==> config.mk <==
export PLATFORM = sky130hd
export DESIGN_NAME = freq_gate_ctrl
export DESIGN_NICKNAME = d
export VERILOG_FILES = /design/src/rtl/freq_gate_ctrl.sv
export SDC_FILE = /design/constraint.sdc
export NUM_CORES = 1
export LEC_CHECK = 0
export BUFFER_PORTS_ARGS = -buffer_cell sky130_fd_sc_hd__buf_2
export CAP_MARGIN = 0
export CORE_AREA = 4 4 88 49
export CTS_CLUSTER_DIAMETER = 30
export CTS_CLUSTER_SIZE = 20
export DETAILED_ROUTE_END_ITERATION = 7
export DIE_AREA = 0 0 92 53
export PLACE_DENSITY_LB_ADDON = 0.15
export SYNTH_ARGS = -nofsm -noshare
export SYNTH_HDL_FRONTEND = slang
export SYNTH_SLANG_ARGS = --single-unit
==> constraint.sdc <==
create_clock -name clk_0 -period 2.92 [get_ports clk_0]
set_input_delay 0 -clock clk_0 [delete_from_list [all_inputs] [get_ports clk_0]]
set_output_delay 0 -clock clk_0 [all_outputs]
set_load 0.01 [all_outputs]
==> src/rtl/freq_gate_ctrl.sv <==
// Gate-window controller for the four-digit BCD frequency counter: drives hab/limp,
// waits for ripple settling, then captures the counter digits into display registers.
module freq_gate_ctrl #(
    parameter int unsigned GATE_CYCLES   = 1000,
    parameter int unsigned CLR_CYCLES    = 2,
    parameter int unsigned SETTLE_CYCLES = 3
) (
    input  logic       clk_0,
    input  logic       reset,
    input  logic       start,
    input  logic       modo,
    input  logic       parar,
    input  logic [3:0] cont_3,
    input  logic [3:0] cont_2,
    input  logic [3:0] cont_1,
    input  logic [3:0] cont_0,
    output logic       hab,
    output logic       limp,
    output logic [3:0] disp_3,
    output logic [3:0] disp_2,
    output logic [3:0] disp_1,
    output logic [3:0] disp_0,
    output logic       valido,
    output logic       erro,
    output logic       ocupado
);

    localparam int unsigned MaxGc     = (GATE_CYCLES > CLR_CYCLES) ? GATE_CYCLES : CLR_CYCLES;
    localparam int unsigned MaxCycles = (MaxGc > SETTLE_CYCLES) ? MaxGc : SETTLE_CYCLES;
    localparam int unsigned CntW      = $clog2(MaxCycles) + 1;

    // The counter holds "cycles left after this one", so each phase loads N-1.
    localparam logic [CntW-1:0] ClrLoad    = CntW'(CLR_CYCLES - 1);
    localparam logic [CntW-1:0] GateLoad   = CntW'(GATE_CYCLES - 1);
    localparam logic [CntW-1:0] SettleLoad = CntW'(SETTLE_CYCLES - 1);

    typedef enum logic [2:0] {
        StIdle,
        StClear,
        StGate,
        StSettle,
        StLatch
    } state_e;

    state_e          state_q, state_d;
    logic [CntW-1:0] cnt_q, cnt_d;
    logic            start_q;
    logic            start_rise;
    logic            capture;
    logic            bad_digit;

    logic            hab_q, limp_q, valido_q, erro_q, ocupado_q;
    logic [3:0]      disp_3_q, disp_2_q, disp_1_q, disp_0_q;

    assign start_rise = start & ~start_q;
    assign bad_digit  = (cont_3 > 4'd9) | (cont_2 > 4'd9) | (cont_1 > 4'd9) | (cont_0 > 4'd9);

    always_comb begin
        state_d = state_q;
        cnt_d   = cnt_q;
        capture = 1'b0;
        if (parar) begin
            state_d = StIdle;
        end else begin
            unique case (state_q)
                StIdle: begin
                    // Continuous mode re-arms on a held start level, not just an edge.
                    if (start_rise || (modo && start)) begin
                        state_d = StClear;
                        cnt_d   = ClrLoad;
                    end
                end
                StClear: begin
                    if (cnt_q == '0) begin
                        state_d = StGate;
                        cnt_d   = GateLoad;
                    end else begin
                        cnt_d = cnt_q - CntW'(1);
                    end
                end
                StGate: begin
                    if (cnt_q == '0) begin
                        state_d = StSettle;
                        cnt_d   = SettleLoad;
                    end else begin
                        cnt_d = cnt_q - CntW'(1);
                    end
                end
                StSettle: begin
                    if (cnt_q == '0) begin
                        state_d = StLatch;
                        capture = 1'b1;
                    end else begin
                        cnt_d = cnt_q - CntW'(1);
                    end
                end
                StLatch: begin
                    if (modo) begin
                        state_d = StClear;
                        cnt_d   = ClrLoad;
                    end else begin
                        state_d = StIdle;
                    end
                end
                default: state_d = StIdle;
            endcase
        end
    end

    always_ff @(posedge clk_0 or negedge reset) begin
        if (!reset) begin
            state_q <= StIdle;
            cnt_q   <= '0;
            start_q <= 1'b0;
        end else begin
            state_q <= state_d;
            cnt_q   <= cnt_d;
            start_q <= start;
        end
    end

    // Moore outputs registered from the next state so they line up with state_q.
    always_ff @(posedge clk_0 or negedge reset) begin
        if (!reset) begin
            hab_q     <= 1'b0;
            limp_q    <= 1'b0;
            valido_q  <= 1'b0;
            ocupado_q <= 1'b0;
        end else begin
            hab_q     <= (state_d == StGate);
            limp_q    <= (state_d == StClear);
            valido_q  <= (state_d == StLatch);
            ocupado_q <= (state_d != StIdle);
        end
    end

    always_ff @(posedge clk_0 or negedge reset) begin
        if (!reset) begin
            disp_3_q <= 4'd0;
            disp_2_q <= 4'd0;
            disp_1_q <= 4'd0;
            disp_0_q <= 4'd0;
            erro_q   <= 1'b0;
        end else if (capture) begin
            disp_3_q <= cont_3;
            disp_2_q <= cont_2;
            disp_1_q <= cont_1;
            disp_0_q <= cont_0;
            erro_q   <= bad_digit;
        end
    end

    assign hab     = hab_q;
    assign limp    = limp_q;
    assign valido  = valido_q;
    assign erro    = erro_q;
    assign ocupado = ocupado_q;
    assign disp_3  = disp_3_q;
    assign disp_2  = disp_2_q;
    assign disp_1  = disp_1_q;
    assign disp_0  = disp_0_q;

endmodule

======== Word level (Yosys, flattened, before mapping) ========
Cells that the tools add are included.
Widths: inputs -> output; s select.
operators by class
  add/sub/neg operators ................... 1
  $lt $le $gt $ge ......................... 4
  eq/ne operators ......................... 10
  multiplexer cells ....................... 16
  bitwise gates (word level) .............. 6
  reduce and logical (&&, ||, !) cells .... 7
operators with widths
  kind                   count
  $mux 11                5
  $pmux 11 s5            1
  $gt 4x4->1 const B     4
  $mux 3                 5
  $pmux 3 s5             1
  $logic_not 11->1       1
  $sub 11x1->11 const B  1
  $eq 3x2->1 const B     3
  $eq 3x1->1 const B     2
  $eq 3x3->1 const B     2
  $ne 2x2->1 const B     3
  $reduce_and 5->1       1
  $reduce_bool 5->1      1
  $mux 1                 4
  $logic_not 3->1        1
  $or 1x1->1             3
  $reduce_bool 3->1      1
  $not 1->1              2
  $and 1x1->1            1
  $logic_and 1x1->1      1
  $logic_or 1x1->1       1
word-level totals
  flip-flop bits (word level) ............. 36
  input port bits ......................... 21
  output and inout port bits .............. 21
  logic and storage cells ................. 56

======== Longest topological paths before layout ========
Gate-level depths: netlist (run 1).
  depth in word-level cells ............... 7
  gate-level depth with buffers ........... 9
  gate-level depth less buffers ........... 8

======== Worst setup path before layout (run 1) ========
No wires, ideal clock.
  path type ............................... register -> register
  from .................................... register cnt_q[0]
  to ...................................... register ocupado_q (netlist: ocupado)
  library setup time ...................... 0.124 ns
  arrival time ............................ 2.025 ns
  required time ........................... 2.796 ns
  slack ................................... 0.771 ns
  stages on the path, launching flop included .. 9
  buffers on the path ..................... 1
  period minus slack after synthesis ...... 2.149 ns
  path through ............................ dfrtp_1 -> inv_1 -> ha_1 -> nor4b_2 -> and4_1 -> mux2i_1 -> o31ai_4 -> buf_6 -> or2_1
between the ends
  word-level cells in the longest chain between the ends .. 5
  elaborated cells between the ends (all ways) .. 7
  classes of those cells .................. 5 x mux; 2 x reduce/logical
RTL lines
  item                              RTL line    source
  from (decl)                       46          logic [CntW-1:0] cnt_q, cnt_d;
  from (signal assigned)            117         cnt_q <= cnt_d;
  $logic_not 11->1 *                74, 82, 90
  $mux 3, on equally long branches  90, 74, 82
  $pmux 3 s5 *                      65          unique case (state_q)
  $mux 3 *                          62          if (parar) begin
  $reduce_bool 3->1 *               133         ocupado_q <= (state_d != StIdle);
  to (signal assigned)              133
  to (decl)                         52          logic hab_q, limp_q, valido_q, erro_q, ocupado_q;
Every way passes the cells marked *; elsewhere a longest branch is shown, timed or not.
A chain may end at the register's enable or synchronous reset.

======== Final worst setup path (run 1) ========
  from .................................... register cnt_q[0]
  to ...................................... register cnt_q[10]
between the ends
  word-level cells in the longest chain between the ends .. 3
  elaborated cells between the ends (all ways) .. 8
  classes of those cells .................. 1 x add/sub; 1 x eq/ne; 4 x mux; 2 x reduce/logical
RTL lines
  item                                               RTL line  source
  $sub 11x1->11 or $logic_not 11->1 (tied branches)  --
  $mux 11, or another cell as far along              90        if (cnt_q == '0) begin
  $pmux 11 s5 or $reduce_and 5->1 (tied branches)    --
Parallel ways exist; a longest one is shown, timed or not. The select of a mux whose other input is x is not followed.

==> summary.txt, run 1 <==
run status: complete, no violations
Diodes inserted: 0
via count: 1498
synthesized area: 1790 um^2
drt pass-1 iters: 4
Synth Register Bits: 36
Clk pin slew, worst setup/hold paths: 0.08 ns
remaining global-route overflow: 0
synth top area cells: dfrtp_1 50%, mux2_2 8.8%, o21ai_0 4.2%
CP Class: flip-flop to flip-flop
Die Height: 53 um
first-pass GRT wire length: 7140 um
crit-path max cell delay: 0.43 ns
Ys Warns: 0
Worst EP arrival: 2.69 ns
CTS root buf: clkbuf_8
pin count of the biggest net entering global routing: 37
die area: 4880 um^2
sequential fraction of the synthesis area: 50.3%
Synth area leader: dfrtp_1
Die Span X: 92 um
CTS buffer count: 5
Initial Util: 49.2%
Sink Count: 36
# IOs: 42
Initial DRC Count: 80
Critical Path Start Type: flip-flop
Routed WL: 4160 um
GRT Overall Usage: 19.3%
Final min period: 2.50 ns
clock insertion delay at the later pin of the skew report: 0.29 ns
CTS H-Tree Depth: 2
top-area cell type share of the netlist area: 50.3%
Mean Syn Cell Area: 10.9 um^2
# DRC: 0
Via density: 5.35
worst min-delay path class: input port to flip-flop
dpl hpwl: 2950 um
relative slew slack: 49.1%
Post-synth EDFFs: 0
setup TNS: 0 ns
Pleak: 0.00110 uW
ys async rst share: 100%
Row Count: 16
post-synthesis cell type count: 41
fillers: 303
CP Cell Sequence: inv_1, ha_1, nor4b_2, and4_1, mux2i_1, o31ai_4, nor4b_2, o21a_1
Nets: 248
CP dominant cell by count: nor4b_2
post-cts sizing count: 0
maximum VDD drop: 0.000376 V
Min Hold Slack: 0.128 ns
max-cap violations: 0
final setup fails: 0
Area Growth Syn to Fin: 29.3%
Worst path slowest cell: dfrtp_1
Setup crit end kind: flip-flop
Final Max Slew Viols: 0
routability cong.: 0.875
commonest non-fill, non-tap cell in the layout: buf_2
postcts setup bufs: 0
Clock Skews: 0.00919 ns
Routed Antenna Nets: 0
Core Box Area: 3640 um^2
Final Hold Violating Endpoints: 0
WL per Instance: 14.8 um
Critical Path Fanout Max: 16
unrepaired setup endpoints after global routing: no
most frequent cells in the layout: 41 x buf_2, 36 x dfrtp_1, 18 x dlygate4sd3_1
Worst Tran Pin Value: 0.764 ns
fmax: 0.399 GHz
syn_nets: 187
share of post-route cells with drive strength above 1: 32.3%
Most used DFF post-synth: dfrtp_1
number of global-route vias before repair: 1491
Final Cycle Share: 85.8%
PortBufs: 41
Pwr Density: 818 nW/um^2
critical path data required time: 3.11 ns
initial antenna violation count: 0
hold buffer count at CTS: 18
CTS tree: done
Post-Synthesis Cells: 164
CTS max path bufs: 2
-- area by class of cell --
class	instances	area, um^2	share of cell area (%)
flip-flops and latches	36	901	38.9
multi-input cells	114	832	35.9
repair buffers	60	393	17.0
clock buffers	6	82.6	3.57
well taps	54	67.6	2.92
inverters	8	30.0	1.30
clock inverters	2	10.0	0.432
-- layer usage --
metal / up-vias / part of all wire [%] / global-route usage [%]
li1: 720 / - / -
met1: 704 / 49 / 27.3
met2: 65 / 42 / 28.6
met3: 9 / 7.4 / 5.40
met4: 0 / 1.5 / 6.65
met5: - / 0 / 0
-- power breakdown --
part / internal, uW / switching [uW] / total, uW
combinational: 331 / 453 / 784
clock: 188 / 177 / 365
sequential: 617 / 129 / 746
total: 1140 / 759 / 1890
-- registers in the layout, summed over array words and instances, names as in the netlist --
register / flops
cnt_q: 11
disp_0: 4
disp_1: 4
disp_2: 4
disp_3: 4
state_q: 3
erro: 1
hab: 1
limp: 1
ocupado: 1
start_q: 1
valido: 1
-- cells in the mapped netlist (2+ instances only) --
cell type / instances
dfrtp_1: 36
nand2_1: 15
o21ai_0: 15
mux2_2: 14
nor3_1: 11
inv_1: 8
nor2_1: 8
a22o_1: 6
a21oi_1: 4
nand3_1: 4
buf_2: 3
a21o_1: 2
and4_1: 2
ha_1: 2
mux2_1: 2
mux2i_1: 2
nor4b_2: 2
o21a_1: 2
o21ai_1: 2
o31ai_1: 2
or3_1: 2
-- worst paths after layout --
path / start / end / slack [ns] / cells past startpoint
min in group asynchronous: reset / cnt_q[4]$_DFFE_PN0P_ / 0.32 / 2
worst min register to register: disp_2[0]$_DFFE_PN0P_ / disp_2[0]$_DFFE_PN0P_ / 0.50 / 1
worst max register to register: cnt_q[0]$_DFFE_PN0P_ / cnt_q[10]$_DFFE_PN0P_ / 0.42 / 8
worst max-delay path: cnt_q[0]$_DFFE_PN0P_ / cnt_q[10]$_DFFE_PN0P_ / 0.42 / 8
worst min-delay path: parar / valido$_DFF_PN0_ / 0.13 / 3
max in group asynchronous: reset / state_q[1]$_DFF_PN0_ / 2.11 / 2
-- worst max-delay path: cells and delay by family, from the launching register on --
family                     cells  cell delay, ns
AOI/OAI and AO/OA              2            0.42
DFF                            1            0.43
muxes                          1            0.42
and+or+nand+nor                3            0.87
adders and majority gates      1            0.15
buffers and inverters          1            0.11
-- kinds of logic after synthesis --
family / count (synthesis) / synth area share [%]
mux: 18 / 11.2
compound gates: 43 / 18.1
simple gates: 50 / 14.9
fa+ha+maj: 3 / 2.02
flops: 36 / 50.3
buf+inv: 14 / 3.56
-- stage by stage --
stage	power, uW	instance area (um^2)	util (%)	cells	worst slack (ns)
global placement	1490	2040	56.1	254	0.589
CTS	1900	2320	63.6	280	0.407
floorplan	1310	1790	-	164	0.771
detailed placement	1510	2040	56.1	254	0.437
global route	2050	2320	63.6	280	0.201
finish	1890	2320	63.6	280	0.416
No activity file was read; power rests on OpenSTA's default activity.
==> run 2: changes to the inputs <==
--- a/config.mk
+++ b/config.mk
@@ -12,7 +12,8 @@
 export CTS_CLUSTER_SIZE = 20
 export DETAILED_ROUTE_END_ITERATION = 7
 export DIE_AREA = 0 0 92 53
-export PLACE_DENSITY_LB_ADDON = 0.15
+export PLACE_DENSITY = 0.76
+export SLEW_MARGIN = 5
 export SYNTH_ARGS = -nofsm -noshare
 export SYNTH_HDL_FRONTEND = slang
 export SYNTH_SLANG_ARGS = --single-unit
==> run 2 against run 1 <==
Compared with the run above: wire length up 3.1%; final area down 0.16%; combinational power up 2.6%; sequential power about the same; register-to-register slack about the same; critical path type unchanged; via count unchanged; non-clock buffer count up 1; core utilization down 0.10 points; maximum frequency up 0.20%; highest routed layer unchanged; largest power group unchanged.
==> summary.txt, run 2 (synthesized netlist as in run 1, its figures left out) <==
run status: complete, no violations
remaining global-route overflow: 0 (unchanged)
WL per Instance: 15.3 um (+3.1%)
number of global-route vias before repair: 1401 (-6.0%)
Final Cell Area: 2310 um^2 (-0.16%)
final setup fails: 0 (unchanged)
Final Max Slew Viols: 0 (unchanged)
Final min period: 2.50 ns (-0.00492 ns)
CTS tree: done
dpl hpwl: 2970 um (+0.53%)
grt met1 use: 27.8% (+0.52 points)
Row Count: 16 (unchanged)
routability cong.: 0.920 (+5.1%)
Crit. Startpoint: cnt_q[0]$_DFFE_PN0P_
met3 Use GR: 5.26% (-0.14 points)
CTS buffer count: 5 (unchanged)
Final Cycle Share: 85.6% (-0.17 points)
met2 global-route usage: 28.9% (+0.24 points)
power after layout: 1890 uW (-0.49%)
Clock Skews: 0.00377 ns (-0.00542 ns)
fmax: 0.400 GHz (+0.20%)
CTS H-Tree Depth: 2 (unchanged)
PortBufs: 41 (unchanged)
CTS root buf: clkbuf_8
Sink Count: 36 (unchanged)
unrepaired setup endpoints after global routing: no
maximum VDD drop: 0.000375 V (-0.40%)
Post-DP Area: 2050 um^2 (+0.37%)
Die Span X: 92 um (unchanged)
Initial Util: 49.2% (unchanged)
Worst EP arrival: 2.68 ns (about the same)
CP Class: flip-flop to flip-flop
most frequent cells in the layout: 41 x buf_2, 36 x dfrtp_1, 18 x dlygate4sd3_1
first-pass GRT wire length: 7170 um (+0.39%)
CTS max path bufs: 2 (unchanged)
CP dominant cell by count: nor4b_2
relative slew slack: 48.2% (-0.90 points)
Final Hold Violating Endpoints: 0 (unchanged)
R2R cell count: 8 (unchanged)
Core Box Area: 3640 um^2 (unchanged)
Worst Tran Pin Value: 0.778 ns (+0.0135 ns)
initial antenna violation count: 0 (unchanged)
postcts setup bufs: 0 (unchanged)
Clk pin slew, worst setup/hold paths: 0.07 ns (about the same)
critical path data required time: 3.10 ns (about the same)
Pwr Density: 815 nW/um^2 (-0.33%)
FF-to-FF Start: cnt_q[0]$_DFFE_PN0P_
CP delay by family, top: simple AND/OR/NAND/NOR gates
Buffers & Inverters on Critical Path: 1 (unchanged)
slack of the worst reg-to-reg path: 0.42 ns (about the same)
Setup crit end kind: flip-flop
Diodes inserted: 0 (unchanged)
Top reg by flops: cnt_q
Nets: 249 (+0.40%)
crit-path max cell delay: 0.43 ns (about the same)
share of post-route cells with drive strength above 1: 32.3% (unchanged)
fin util: 63.5% (-0.10 points)
Critical Path Start Type: flip-flop
Pleak: 0.00109 uW (-0.50%)
clock insertion delay at the later pin of the skew report: 0.29 ns (about the same)
crit path to: cnt_q[10]$_DFFE_PN0P_
max FFs per register: 11 (unchanged)
Worst path slowest cell: dfrtp_1
setup TNS: 0 ns (unchanged)
Initial DRC Count: 109 (+36%)
Min Hold Slack: 0.121 ns (-0.00702 ns)
worst min-delay path class: input port to flip-flop
Levels on crit path: 8 (unchanged)
Routed Antenna Nets: 0 (unchanged)
Area Growth Syn to Fin: 29.1%
max-cap violations: 0 (unchanged)
Die Height: 53 um (unchanged)
Via density: 5.35 (unchanged)
pin count of the biggest net entering global routing: 37 (unchanged)
drt pass-1 iters: 4 (unchanged)
via count: 1498 (unchanged)
worst reg2reg endpoint: cnt_q[10]$_DFFE_PN0P_
GRT Overall Usage: 19.5% (+0.18 points)
commonest non-fill, non-tap cell in the layout: buf_2
Critical Path Fanout Max: 16 (unchanged)
CP Cell Sequence: inv_1, ha_1, nor4b_2, and4_1, mux2i_1, o31ai_4, nor4b_2, o21a_1
Routed WL: 4290 um (+3.1%)
# DRC: 0 (unchanged)
die area: 4880 um^2 (unchanged)
Top Usage Layer GRT: met2
# IOs: 42 (unchanged)
[run 2: changes by cell type in the layout (fill, tap and decap cells not counted)]
cell	before	now
clkinvlp_4	0	1
buf_4	1	2
clkinv_2	2	1
clkbuf_8	6	5
[run 2: worst reg2reg max path: stages (launching register included)]
cell and delay, ns:
dfrtp_1 0.43, inv_1 0.11, ha_1 0.15, nor4b_2 0.32, and4_1 0.32, mux2i_1 0.41, o31ai_4 0.25, nor4b_2 0.22
o21a_1 0.17
[run 2: per-stage QoR]
| step | worst slack [ns] | cells |
|---|---|---|
| finish | 0.421 | 280 |
| global route | 0.183 | 280 |
| CTS | 0.439 | 280 |
| detailed placement | 0.475 | 255 |
| global placement | 0.515 | 255 |
| floorplan | 0.771 | 164 |
[run 2: power by group]
group	switching, uW	internal [uW]
Clock	176	161
Combinational	472	332
Sequential	127	617
Total	775	1110
[run 2: final cells by class]
class                      count  area, um^2
multi-input combinational    114         832
clock inverter                 2        12.5
fill                         309        1330
inverter                       8        30.0
sequential                    36         901
tap                           54        67.6
clock buffer                   5        68.8
timing repair buffer          61         400
[run 2: worst min-delay path by stage]
stage	startpoint	to	slack, ns	depth (start not counted)
CTS	parar	valido$_DFF_PN0_	0.12	3
detailed placement	reset	cnt_q[6]$_DFFE_PN0P_	0.12	1
global route	parar	valido$_DFF_PN0_	0.15	3
finish	parar	valido$_DFF_PN0_	0.12	3
global placement	reset	cnt_q[8]$_DFFE_PN0P_	0.13	1
floorplan	reset	cnt_q[0]$_DFFE_PN0P_	-0.30	0
[run 2: what timing repair did]
| action | in CTS | in global routing |
|---|---|---|
| hold buffers | 18 | 0 |
| gates resized for setup | 0 | 0 |
| hold endpoints to repair | 53 | 0 |
[run 2: metal layers]
layer / wire, um / vias to the layer above / part of all wire, %
met5: 0 / - / 0
met4: 55 / 0 / 1.3
met3: 286 / 8 / 6.7
met2: 1880 / 51 / 44
met1: 2060 / 711 / 48
li1: - / 728 / -
==> run 3: changes to the inputs <==
--- a/config.mk
+++ b/config.mk
@@ -7,12 +7,13 @@
 export LEC_CHECK = 0
 export BUFFER_PORTS_ARGS = -buffer_cell sky130_fd_sc_hd__buf_2
 export CAP_MARGIN = 0
-export CORE_AREA = 4 4 88 49
+export CORE_AREA = 4 4 85 47
 export CTS_CLUSTER_DIAMETER = 30
 export CTS_CLUSTER_SIZE = 20
 export DETAILED_ROUTE_END_ITERATION = 7
-export DIE_AREA = 0 0 92 53
-export PLACE_DENSITY = 0.76
+export DIE_AREA = 0 0 89 51
+export PLACE_DENSITY = 0.82
+export REMOVE_ABC_BUFFERS = 1
 export SLEW_MARGIN = 5
 export SYNTH_ARGS = -nofsm -noshare
 export SYNTH_HDL_FRONTEND = slang
==> constraint.sdc (replaced) <==
create_clock -name clk_0 -period 3.1 [get_ports clk_0]
set_input_delay 0.31 -clock clk_0 [delete_from_list [all_inputs] [get_ports clk_0]]
set_output_delay 0.31 -clock clk_0 [all_outputs]
set_load 0.01 [all_outputs]
==> run 3 against run 2 <==
Compared with the run above: register-to-register slack gained 0.12 ns; critical path depth is the same; clock power grew 21%; final cell count shrank 10%; sequential share of layout area grew 3.0 points; wire length shrank 2.1%; core utilization grew 1.9 points; die area shrank 6.9%; global-route usage grew 0.54 points; final area shrank 7.1%; flip-flop and latch count is the same; sequential power shrank 6.0%; largest cell class unchanged.
==> summary.txt, run 3 (synthesized netlist as in run 1, its figures left out) <==
CTS H-Tree Depth: 2 (unchanged)
Psw: 739 uW (-4.7%)
post-cts sizing count: 0 (unchanged)
CP Cell Sequence: inv_1, ha_1, nor4b_2, and4_1, mux2i_1, o31ai_4, nor4b_2, o21a_1
final setup fails: 0 (unchanged)
Pleak: 0.00103 uW (-5.6%)
Nets: 231 (-7.2%)
Core Box Area: 3280 um^2 (-9.9%)
first-pass GRT wire length: 6730 um (-6.2%)
unrepaired setup endpoints after global routing: no
Final Cycle Share: 82.5% (-3.1 points)
die area: 4540 um^2 (-6.9%)
worst min-delay path class: input port to async pin
Die Height: 51 um (-3.8%)
fin util: 65.4% (+1.9 points)
pin count of the biggest net entering global routing: 37 (unchanged)
Final min period: 2.56 ns (+0.0577 ns)
clock power share: 22.0% (+4.1 points)
Clk pin slew, worst setup/hold paths: 0.08 ns (about the same)
Pwr Density: 864 nW/um^2 (+6.0%)
GRT Overall Usage: 20.0% (+0.54 points)
CTS max path bufs: 2 (unchanged)
critical path data required time: 3.28 ns (+0.18 ns)
routability cong.: 0.890 (-3.3%)
met2 wire length: 1780 um (-5.7%)
dpl hpwl: 3150 um (+6.1%)
Row Count: 15 (-1)
Diodes inserted: 0 (unchanged)
Initial DRC Count: 103 (-5.5%)
Final Hold Violating Endpoints: 0 (unchanged)
remaining global-route overflow: 0 (unchanged)
drt pass-1 iters: 5 (+1)
combinational share of power: 40.2% (-2.4 points)
CTS buffer count: 5 (unchanged)
Place WS: 0.593 ns (+0.118 ns)
run status: complete, no violations
relative slew slack: 48.7% (+0.51 points)
commonest non-fill, non-tap cell in the layout: buf_2
clock insertion delay at the later pin of the skew report: 0.29 ns (about the same)
power after layout: 1860 uW (-1.6%)
WL per Instance: 16.7 um (+9.2%)
met3 wire length: 414 um (+45%)
postcts setup bufs: 0 (unchanged)
PortBufs: 41 (unchanged)
Worst path slowest cell: dfrtp_1
CTS root buf: clkbuf_8
maximum VDD drop: 0.000494 V (+32%)
via count: 1456 (-2.8%)
Routed Antenna Nets: 0 (unchanged)
Routed WL: 4200 um (-2.1%)
Final Max Slew Viols: 0 (unchanged)
switching share of power: 39.8% (-1.3 points)
initial antenna violation count: 0 (unchanged)
CTS tree: done
max-cap violations: 0 (unchanged)
Worst EP arrival: 2.74 ns (+0.06 ns)
Setup crit end kind: flip-flop
fmax: 0.391 GHz (-2.3%)
Via density: 5.80 (+8.4%)
Critical Path Fanout Max: 16 (unchanged)
Top reg by flops: cnt_q
top sig layer: met4
number of global-route vias before repair: 1361 (-2.9%)
Area Growth Syn to Fin: 19.8%
Critical Path Start Type: flip-flop
Die Span X: 89 um (-3.3%)
CP dominant cell by count: nor4b_2
crit-path max cell delay: 0.44 ns (about the same)
Worst Tran Pin Value: 0.770 ns (-0.00763 ns)
part of the power in registers: 37.7% (-1.8 points)
share of post-route cells with drive strength above 1: 35.4% (+3.1 points)
setup TNS: 0 ns (unchanged)
Sink Count: 36 (unchanged)
routed metal-1 wire length: 1970 um (-4.7%)
setup slack after layout: 0.543 ns (+0.122 ns)
design internal power: 1120 uW (+0.60%)
hold buffer count at CTS: 0 (-18)
most frequent cells in the layout: 41 x buf_2, 36 x dfrtp_1, 15 x nand2_1, 15 x o21ai_0, 14 x mux2_2
CP Class: flip-flop to flip-flop
Initial Util: 54.6% (+5.4 points)
max FFs per register: 11 (unchanged)
Clock Skews: 0.00837 ns (+0.00460 ns)
# IOs: 42 (unchanged)
# DRC: 0 (unchanged)
[run 3: cell count changes in the layout (fill, tap and decap cells not counted)]
cell / delta
bufinv_16: +1
dlygate4sd3_1: -18
[run 3: worst max-delay path, delay by kind of cell (launching register included)]
kind / cells / cell delay, ns
buffers and inverters: 1 / 0.11
adder cells (fa/ha/maj): 1 / 0.14
AND/OR/NAND/NOR: 3 / 0.91
multiplexers: 1 / 0.42
flip-flops: 1 / 0.44
AO/OA/AOI/OAI: 2 / 0.43
[run 3: final timing paths]
check                                        endpoint  slack (ns)  cells past startpoint                   from
worst max register to register  cnt_q[10]$_DFFE_PN0P_        0.54                      8   cnt_q[0]$_DFFE_PN0P_
worst min-delay path             cnt_q[6]$_DFFE_PN0P_        0.09                      1                  reset
worst min register to register  disp_2[0]$_DFFE_PN0P_        0.48                      1  disp_2[0]$_DFFE_PN0P_
worst max-delay path            cnt_q[10]$_DFFE_PN0P_        0.54                      8   cnt_q[0]$_DFFE_PN0P_
max in group asynchronous       disp_2[2]$_DFFE_PN0P_        2.52                      1                  reset
min in group clk_0                  start_q$_DFF_PN0_        0.15                      1                  start
[run 3: final cells by class]
class / instances / area [um^2]
Sequential cell: 36 / 901
Fill cell: 248 / 1140
Tap cell: 42 / 52.6
Inverter: 8 / 30.0
Timing Repair Buffer: 43 / 220
Clock inverter: 3 / 42.5
Clock buffer: 5 / 68.8
Multi-Input combinational cell: 114 / 832
[run 3: power by group through the flow]
stage / Combinational (uW) / Clock, uW / Sequential [uW]
after global routing: 825 / 444 / 717
after global placement: 708 / 0 / 697
after CTS: 743 / 417 / 696
after floorplan: 517 / 0 / 697
final: 747 / 409 / 700
after detailed placement: 731 / 0 / 706
[run 3: metal layers]
layer / vias to the layer above / track usage (%)
li1: 685 / -
met1: 692 / 30.1
met2: 71 / 26.8
met3: 8 / 7.25
met4: 0 / 5.45
met5: - / 0
[run 3: through the flow]
step / std cells / instance area, um^2 / hold slack, ns
after detailed placement: 243 / 2040 / 0.446
after global routing: 251 / 2150 / 0.152
after CTS: 251 / 2150 / 0.131
after global placement: 243 / 2040 / 0.439
final: 251 / 2150 / 0.0926
after floorplan: 158 / 1760 / 0.0144
